==> src/rtl/npu_load_ctrl.sv <==
// npu_load_ctrl: host-to-NPU load controller. It streams image words into
// byte-lane banks and parameter bytes into parameter memory, then sequences
// inference.
// Ports: clk/reset, control_reg command (bits[1:0]), wr_valid/writedata/
// wr_ready host stream, img_* image bank write, par_* parameter byte write,
// infer_start/infer_done datapath handshake, busy/load_done/err_ovf status.
module npu_load_ctrl #(
    parameter int DATA_W      = 32,
    parameter int LANES       = DATA_W / 8,
    parameter int IMG_WORDS   = 224,
    parameter int PARAM_BYTES = 18816,
    parameter int PARAM_PACK  = 1,
    parameter int IMG_AW      = 8,
    parameter int PAR_AW      = 15
) (
    input  logic              clk,
    input  logic              reset,
    input  logic [31:0]       control_reg,
    input  logic              wr_valid,
    input  logic [DATA_W-1:0] writedata,
    output logic              wr_ready,
    output logic              img_we,
    output logic [IMG_AW-1:0] img_addr,
    output logic [DATA_W-1:0] img_wdata,
    output logic              par_we,
    output logic [PAR_AW-1:0] par_addr,
    output logic [7:0]        par_wdata,
    output logic              infer_start,
    input  logic              infer_done,
    output logic              busy,
    output logic              load_done,
    output logic              err_ovf
);

    localparam logic [2:0] S_IDLE     = 3'd0;
    localparam logic [2:0] S_LOAD_IMG = 3'd1;
    localparam logic [2:0] S_LOAD_PAR = 3'd2;
    localparam logic [2:0] S_LOADED   = 3'd3;
    localparam logic [2:0] S_START    = 3'd4;
    localparam logic [2:0] S_RUN      = 3'd5;
    localparam logic [2:0] S_DONE     = 3'd6;

    localparam int RW = (PARAM_PACK > 1) ? $clog2(PARAM_PACK) : 1;

    logic [2:0]        state;
    logic [1:0]        cmd_q;
    logic              cmd_armed;
    logic [IMG_AW-1:0] img_cnt;
    logic [PAR_AW-1:0] par_cnt;
    logic [DATA_W-1:0] hold_q;
    logic [RW-1:0]     rem_q;
    logic              err_q;

    logic [1:0] cmd;
    logic       cmd_chg;
    logic       go_load;
    logic       go_run;
    logic       go_idle;
    logic       in_img;
    logic       in_par;
    logic       draining;
    logic       img_last;
    logic       par_last;
    logic       no_load;
    logic [7:0] first_byte;
    logic       unused_ctrl;

    assign unused_ctrl = ^control_reg[31:2];

    // cmd_armed keeps the value present at reset release from looking
    // like a fresh command: the first edge only captures it.
    assign cmd     = control_reg[1:0];
    assign cmd_chg = cmd_armed && (cmd != cmd_q);
    assign go_load = cmd_chg && (cmd == 2'b01);
    assign go_run  = cmd_chg && (cmd == 2'b10);
    assign go_idle = cmd_chg && (cmd == 2'b00);

    assign in_img   = (state == S_LOAD_IMG);
    assign in_par   = (state == S_LOAD_PAR);
    // Bytes of a captured packed word still to go out; host is stalled.
    assign draining = in_par && (rem_q != '0);

    assign wr_ready = in_img || (in_par && (rem_q == '0));

    assign img_we   = in_img && wr_valid;
    assign img_addr = img_cnt;
    assign img_last = img_we && (img_cnt == IMG_AW'(IMG_WORDS - 1));

    // Bank 0 takes the most significant byte of the host word.
    always_comb begin
        img_wdata = '0;
        if (img_we) begin
            for (int k = 0; k < LANES; k++) begin
                img_wdata[8*k +: 8] = writedata[8*(LANES-1-k) +: 8];
            end
        end
    end

    assign first_byte = (PARAM_PACK == 1) ? writedata[7:0]
                                          : writedata[DATA_W-1 -: 8];

    // The first byte of a word goes out in its acceptance cycle; the
    // rest come from hold_q on the following cycles.
    assign par_we   = draining || (in_par && wr_valid);
    assign par_addr = par_cnt;
    assign par_last = par_we && (par_cnt == PAR_AW'(PARAM_BYTES - 1));

    always_comb begin
        par_wdata = '0;
        if (draining) begin
            par_wdata = hold_q[DATA_W-1 -: 8];
        end else if (par_we) begin
            par_wdata = first_byte;
        end
    end

    assign infer_start = (state == S_START);
    assign busy        = (state != S_IDLE) && (state != S_DONE);
    assign load_done   = (state == S_LOADED) || (state == S_START) ||
                         (state == S_RUN)    || (state == S_DONE);
    assign err_ovf     = err_q;

    assign no_load = (state == S_IDLE) || (state == S_LOADED) ||
                     (state == S_RUN)  || (state == S_DONE);

    always_ff @(posedge clk or posedge reset) begin
        if (reset) begin
            state     <= S_IDLE;
            cmd_q     <= 2'b00;
            cmd_armed <= 1'b0;
            img_cnt   <= '0;
            par_cnt   <= '0;
            hold_q    <= '0;
            rem_q     <= '0;
            err_q     <= 1'b0;
        end else begin
            cmd_armed <= 1'b1;
            cmd_q     <= cmd;
            if (wr_valid && no_load) begin
                err_q <= 1'b1;
            end
            unique case (state)
                S_IDLE: begin
                    if (go_load) begin
                        state   <= S_LOAD_IMG;
                        img_cnt <= '0;
                        par_cnt <= '0;
                    end
                end
                S_LOAD_IMG: begin
                    if (go_idle) begin
                        state <= S_IDLE;
                    end else if (img_we) begin
                        if (img_last) begin
                            state <= S_LOAD_PAR;
                        end else begin
                            img_cnt <= img_cnt + IMG_AW'(1);
                        end
                    end
                end
                S_LOAD_PAR: begin
                    if (go_idle) begin
                        state <= S_IDLE;
                        rem_q <= '0;
                    end else if (par_we) begin
                        if (!par_last) begin
                            par_cnt <= par_cnt + PAR_AW'(1);
                        end
                        if (draining) begin
                            hold_q <= hold_q << 8;
                            rem_q  <= rem_q - RW'(1);
                        end else begin
                            hold_q <= writedata << 8;
                            rem_q  <= RW'(PARAM_PACK - 1);
                        end
                        // Trailing bytes of the last packed word are dropped.
                        if (par_last) begin
                            state <= S_LOADED;
                            rem_q <= '0;
                        end
                    end
                end
                S_LOADED: begin
                    if (go_run) begin
                        state <= S_START;
                    end
                end
                S_START: begin
                    state <= S_RUN;
                end
                S_RUN: begin
                    if (infer_done) begin
                        state <= S_DONE;
                    end
                end
                S_DONE: begin
                    if (go_load) begin
                        state   <= S_LOAD_IMG;
                        img_cnt <= '0;
                        par_cnt <= '0;
                    end else if (go_run) begin
                        state <= S_START;
                    end
                end
                default: begin
                    state <= S_IDLE;
                end
            endcase
        end
    end

endmodule

==> config.mk <==
export PLATFORM = sky130hd
export DESIGN_NAME = npu_load_ctrl
export DESIGN_NICKNAME = d
export VERILOG_FILES = /design/src/rtl/npu_load_ctrl.sv
export SDC_FILE = /design/constraint.sdc
export NUM_CORES = 1
export LEC_CHECK = 0
export BUFFER_PORTS_ARGS = -buffer_cell sky130_fd_sc_hd__buf_4
export CAP_MARGIN = 20
export CORE_ASPECT_RATIO = 1.5
export CORE_MARGIN = 10
export CORE_UTILIZATION = 25
export CTS_BUF_LIST = sky130_fd_sc_hd__clkbuf_8 sky130_fd_sc_hd__clkbuf_16
export DETAILED_ROUTE_END_ITERATION = 16
export PLACE_DENSITY = 0.51
export SYNTH_ARGS = -nofsm -noshare
export SYNTH_HDL_FRONTEND = slang
export SYNTH_SLANG_ARGS = --single-unit
==> constraint.sdc <==
create_clock -name clk -period 6.45 [get_ports clk]
set_clock_uncertainty 0.15 [all_clocks]
set_input_delay 0 -clock clk [delete_from_list [all_inputs] [get_ports clk]]
set_output_delay 0 -clock clk [all_outputs]
set_load 0.02 [all_outputs]
==> flow_summary.toml <==
[timing]
fin_crit_ns = 3.25
fin_crit_sh_pct = 50.4
tightest_slew_ns = 0.855
fin_setup_tns_ns = 0
holdWs_ns = 0.191
report.final.slew_viol_count = 0
rsz0062_at_grt = "no"
setup_viol = 0
finalHoldViolCount = 0
slew_headroom_pct = 42.6
fmax_ghz = 0.308

[critical_path]
endpoint_kind = "flop"
worstPathMaxFanout = 15
crit_required_ns = 6.50
critPathKind = "reg -> reg"
worstPathArrival_ns = 3.29
r2r_cells = 6
worstSetupStartpointType = "flop"

[job]
drv_cap = 0

[synth]
syn_inst = 366
synth_edf_count = 0
synthArstFlopShare_pct = 100
synth-seq-area-share_pct = 42.4
synth_top_area_share_pct = 42.4
synth_top_cell_by_area = "dfrtp_1"
synthFlopType = "dfrtp_1"
synth_seq_cells = 55
syn_area_sq_um = 3240
ys_warn_count = 0
syn_area_per_cell_sq_um = 8.86
yosysUniqueCellTypes = 51
synth_nets = 436
ys_top_cells_by_area = "dfrtp_1 42%, and3_1 6.4%, a21oi_1 5.2%"

[cts]
clock-sinks = 55
cts-hold-fix-buffers = 28
clkSlewWorstSetupHoldPaths_ns = 0.08
cts_buffer_depth = 2
htreeDepth = 2
cts_resized = 0
cts_root_buf = "clkbuf_16"
cts_tree = "yes"
cts_setup_buffers = 0
cts_made_buffers = 5
worstSkewPairLatency_ns = 0.30

[die]
die_w_microns = 113
die_h_microns = 159
ios = 138
start_util_pct = 25.8
rows = 50
dieArea_sq_um = 18000
core_area_sq_um = 12600

[drt]
viasPerCell = 4.92
wl_microns = 10500
ant_nets = 0
vias = 3181
post_drt_wl_per_cell_microns = 16.2
drc_errors = 0
dr.pass1.iters = 5
drt_iter0_drc = 202

[global_routing]
grt_pass1_vias = 3157
grt_pass1_wl_microns = 17300
grt_use_total_pct = 11.4
antenna_found_initial = 0
grt_overflow = 0
grt_max_degree = 56

[placement]
gp_congestion = 0.788
numPortBuffers = 107
hpwl_microns = 7620

[layout]
syn_to_final_growth_pct = 43.9
diodes = 0
drive_gt1_share_pct = 26.7
finalNetCount = 560
multi_input_area_sq_um = 1750
finish.utilization_pct = 37.1
seq_area_sq_um = 1380
nFillCells = 1270

[power_and_ir_drop]
p_leak_nw = 2.13
total_power_w = 0.00165
irDropWorstVdd_mv = 0.127
p_per_area_nw_per_um2 = 353

[min_path]
hold_depth = 5
hold_path.class = "in -> reg"

[status]
status = "finished, final reports clean"
-- per-layer routing --
layer	vias to the layer above	track usage, %	part of all wire (%)
met3	15	3.31	7.0
met5	-	0	0
met4	0	3.76	1.7
met1	1495	14.2	44
li1	1577	-	-
met2	94	18.4	48
-- where the power goes --
group	total (W)	switching, W	internal, W
clock network	0.000325	0.000130	0.000196
registers	0.000589	0.000126	0.000463
logic	0.000735	0.000423	0.000312
-- cell usage after synthesis, types with 2 or more instances --
library cell,count
a211oi_1,2
a21o_1,3
a21oi_1,34
a22o_1,9
a31oi_1,2
and2_1,4
and3_1,33
buf_2,5
clkbuf_1,19
dfrtp_1,55
ha_1,2
inv_1,5
mux2i_1,17
nand2_1,34
nand2b_1,6
nand3_1,11
nand3b_1,11
nand4_1,2
nand4b_1,2
nor2_1,31
nor2b_1,3
nor3_1,2
nor3b_1,3
nor4b_1,3
o21ai_0,23
o2bb2ai_1,3
o31ai_1,9
or3_1,5
or4_1,6
-- final cells by class --
class | count | share of cell area [%]
inverters | 5 | 0.402
repair buffers | 141 | 24.6
multi-input cells | 282 | 37.5
flip-flops and latches | 55 | 29.5
well taps | 156 | 4.18
clock inverters | 2 | 0.831
clock buffers | 6 | 2.98
-- logic make-up (layout without fill, tap and decap cells) --
kind of cell / after synthesis / in the layout / synth area share (%)
AOI/OAI and AO/OA: 95 / 95 / 18.8
xor gates and xnor gates: 2 / 2 / 0.540
adders and majority gates: 2 / 2 / 0.771
buffers and inverters: 29 / 154 / 3.55
DFF: 55 / 55 / 42.4
muxes: 18 / 18 / 5.59
other: 1 / 1 / 0.116
and+or+nand+nor: 164 / 164 / 28.2
-- stage by stage --
step           cells  instance area (sq um)  setup WS (ns)
2_1_floorplan    366                   3240           4.17
3_3_place_gp     609                   4180           3.28
3_5_place_dp     611                   4210           3.30
4_1_cts          647                   4670           3.29
5_1_grt          647                   4670           2.88
6_report         647                   4670           3.20
-- flip-flops by register name (all words and copies together), names as in the netlist --
| signal | flops |
|---|---|
| err_ovf | 1 |
| par_addr | 15 |
| hold_q | 24 |
| rem_q | 1 |
| cmd_armed | 1 |
| state | 3 |
| img_addr | 8 |
| cmd_q | 2 |
-- final timing paths --
kind	start	end	slack (ns)
worst min-delay path	infer_done	state[1]	0.19
worst max-delay path	state[2]	img_addr[1]	3.20
worst min register to register	err_ovf	err_ovf	0.31
max in group asynchronous	reset	hold_q[25]	5.36
worst max register to register	state[2]	img_addr[1]	3.20
min in group asynchronous	reset	hold_q[28]	0.32
-- critical path: stages, from the launching register on --
cell and delay (ns):
dfrtp_1 0.63, xor2_1 0.21, nor2_1 0.62, inv_1 0.42
o2bb2ai_1 0.70, nor2_1 0.13, a32o_1 0.29
-- layout by cell type (no fill, tap or decap), types with 2 or more instances in the layout --
| cell | instances |
|---|---|
| inv_1 | 4 |
| a21o_1 | 3 |
| and2_1 | 4 |
| o21ai_0 | 23 |
| a211oi_1 | 2 |
| mux2i_1 | 17 |
| nor3b_1 | 3 |
| or4_1 | 6 |
| a21oi_1 | 34 |
| nand2b_1 | 6 |
| or3_1 | 5 |
| buf_4 | 112 |
| nand3b_1 | 11 |
| dfrtp_1 | 55 |
| nor2_1 | 31 |
| nor4b_1 | 3 |
| ha_1 | 2 |
| nand4b_1 | 2 |
| a31oi_1 | 2 |
| dlygate4sd3_1 | 28 |
| nand4_1 | 2 |
| nor3_1 | 2 |
| o2bb2ai_1 | 3 |
| and3_1 | 33 |
| nand3_1 | 11 |
| nand2_1 | 34 |
| clkbuf_16 | 5 |
| a22o_1 | 9 |
| o31ai_1 | 9 |
| nor2b_1 | 3 |
Note: power is estimated with default switching activity, not from simulation.
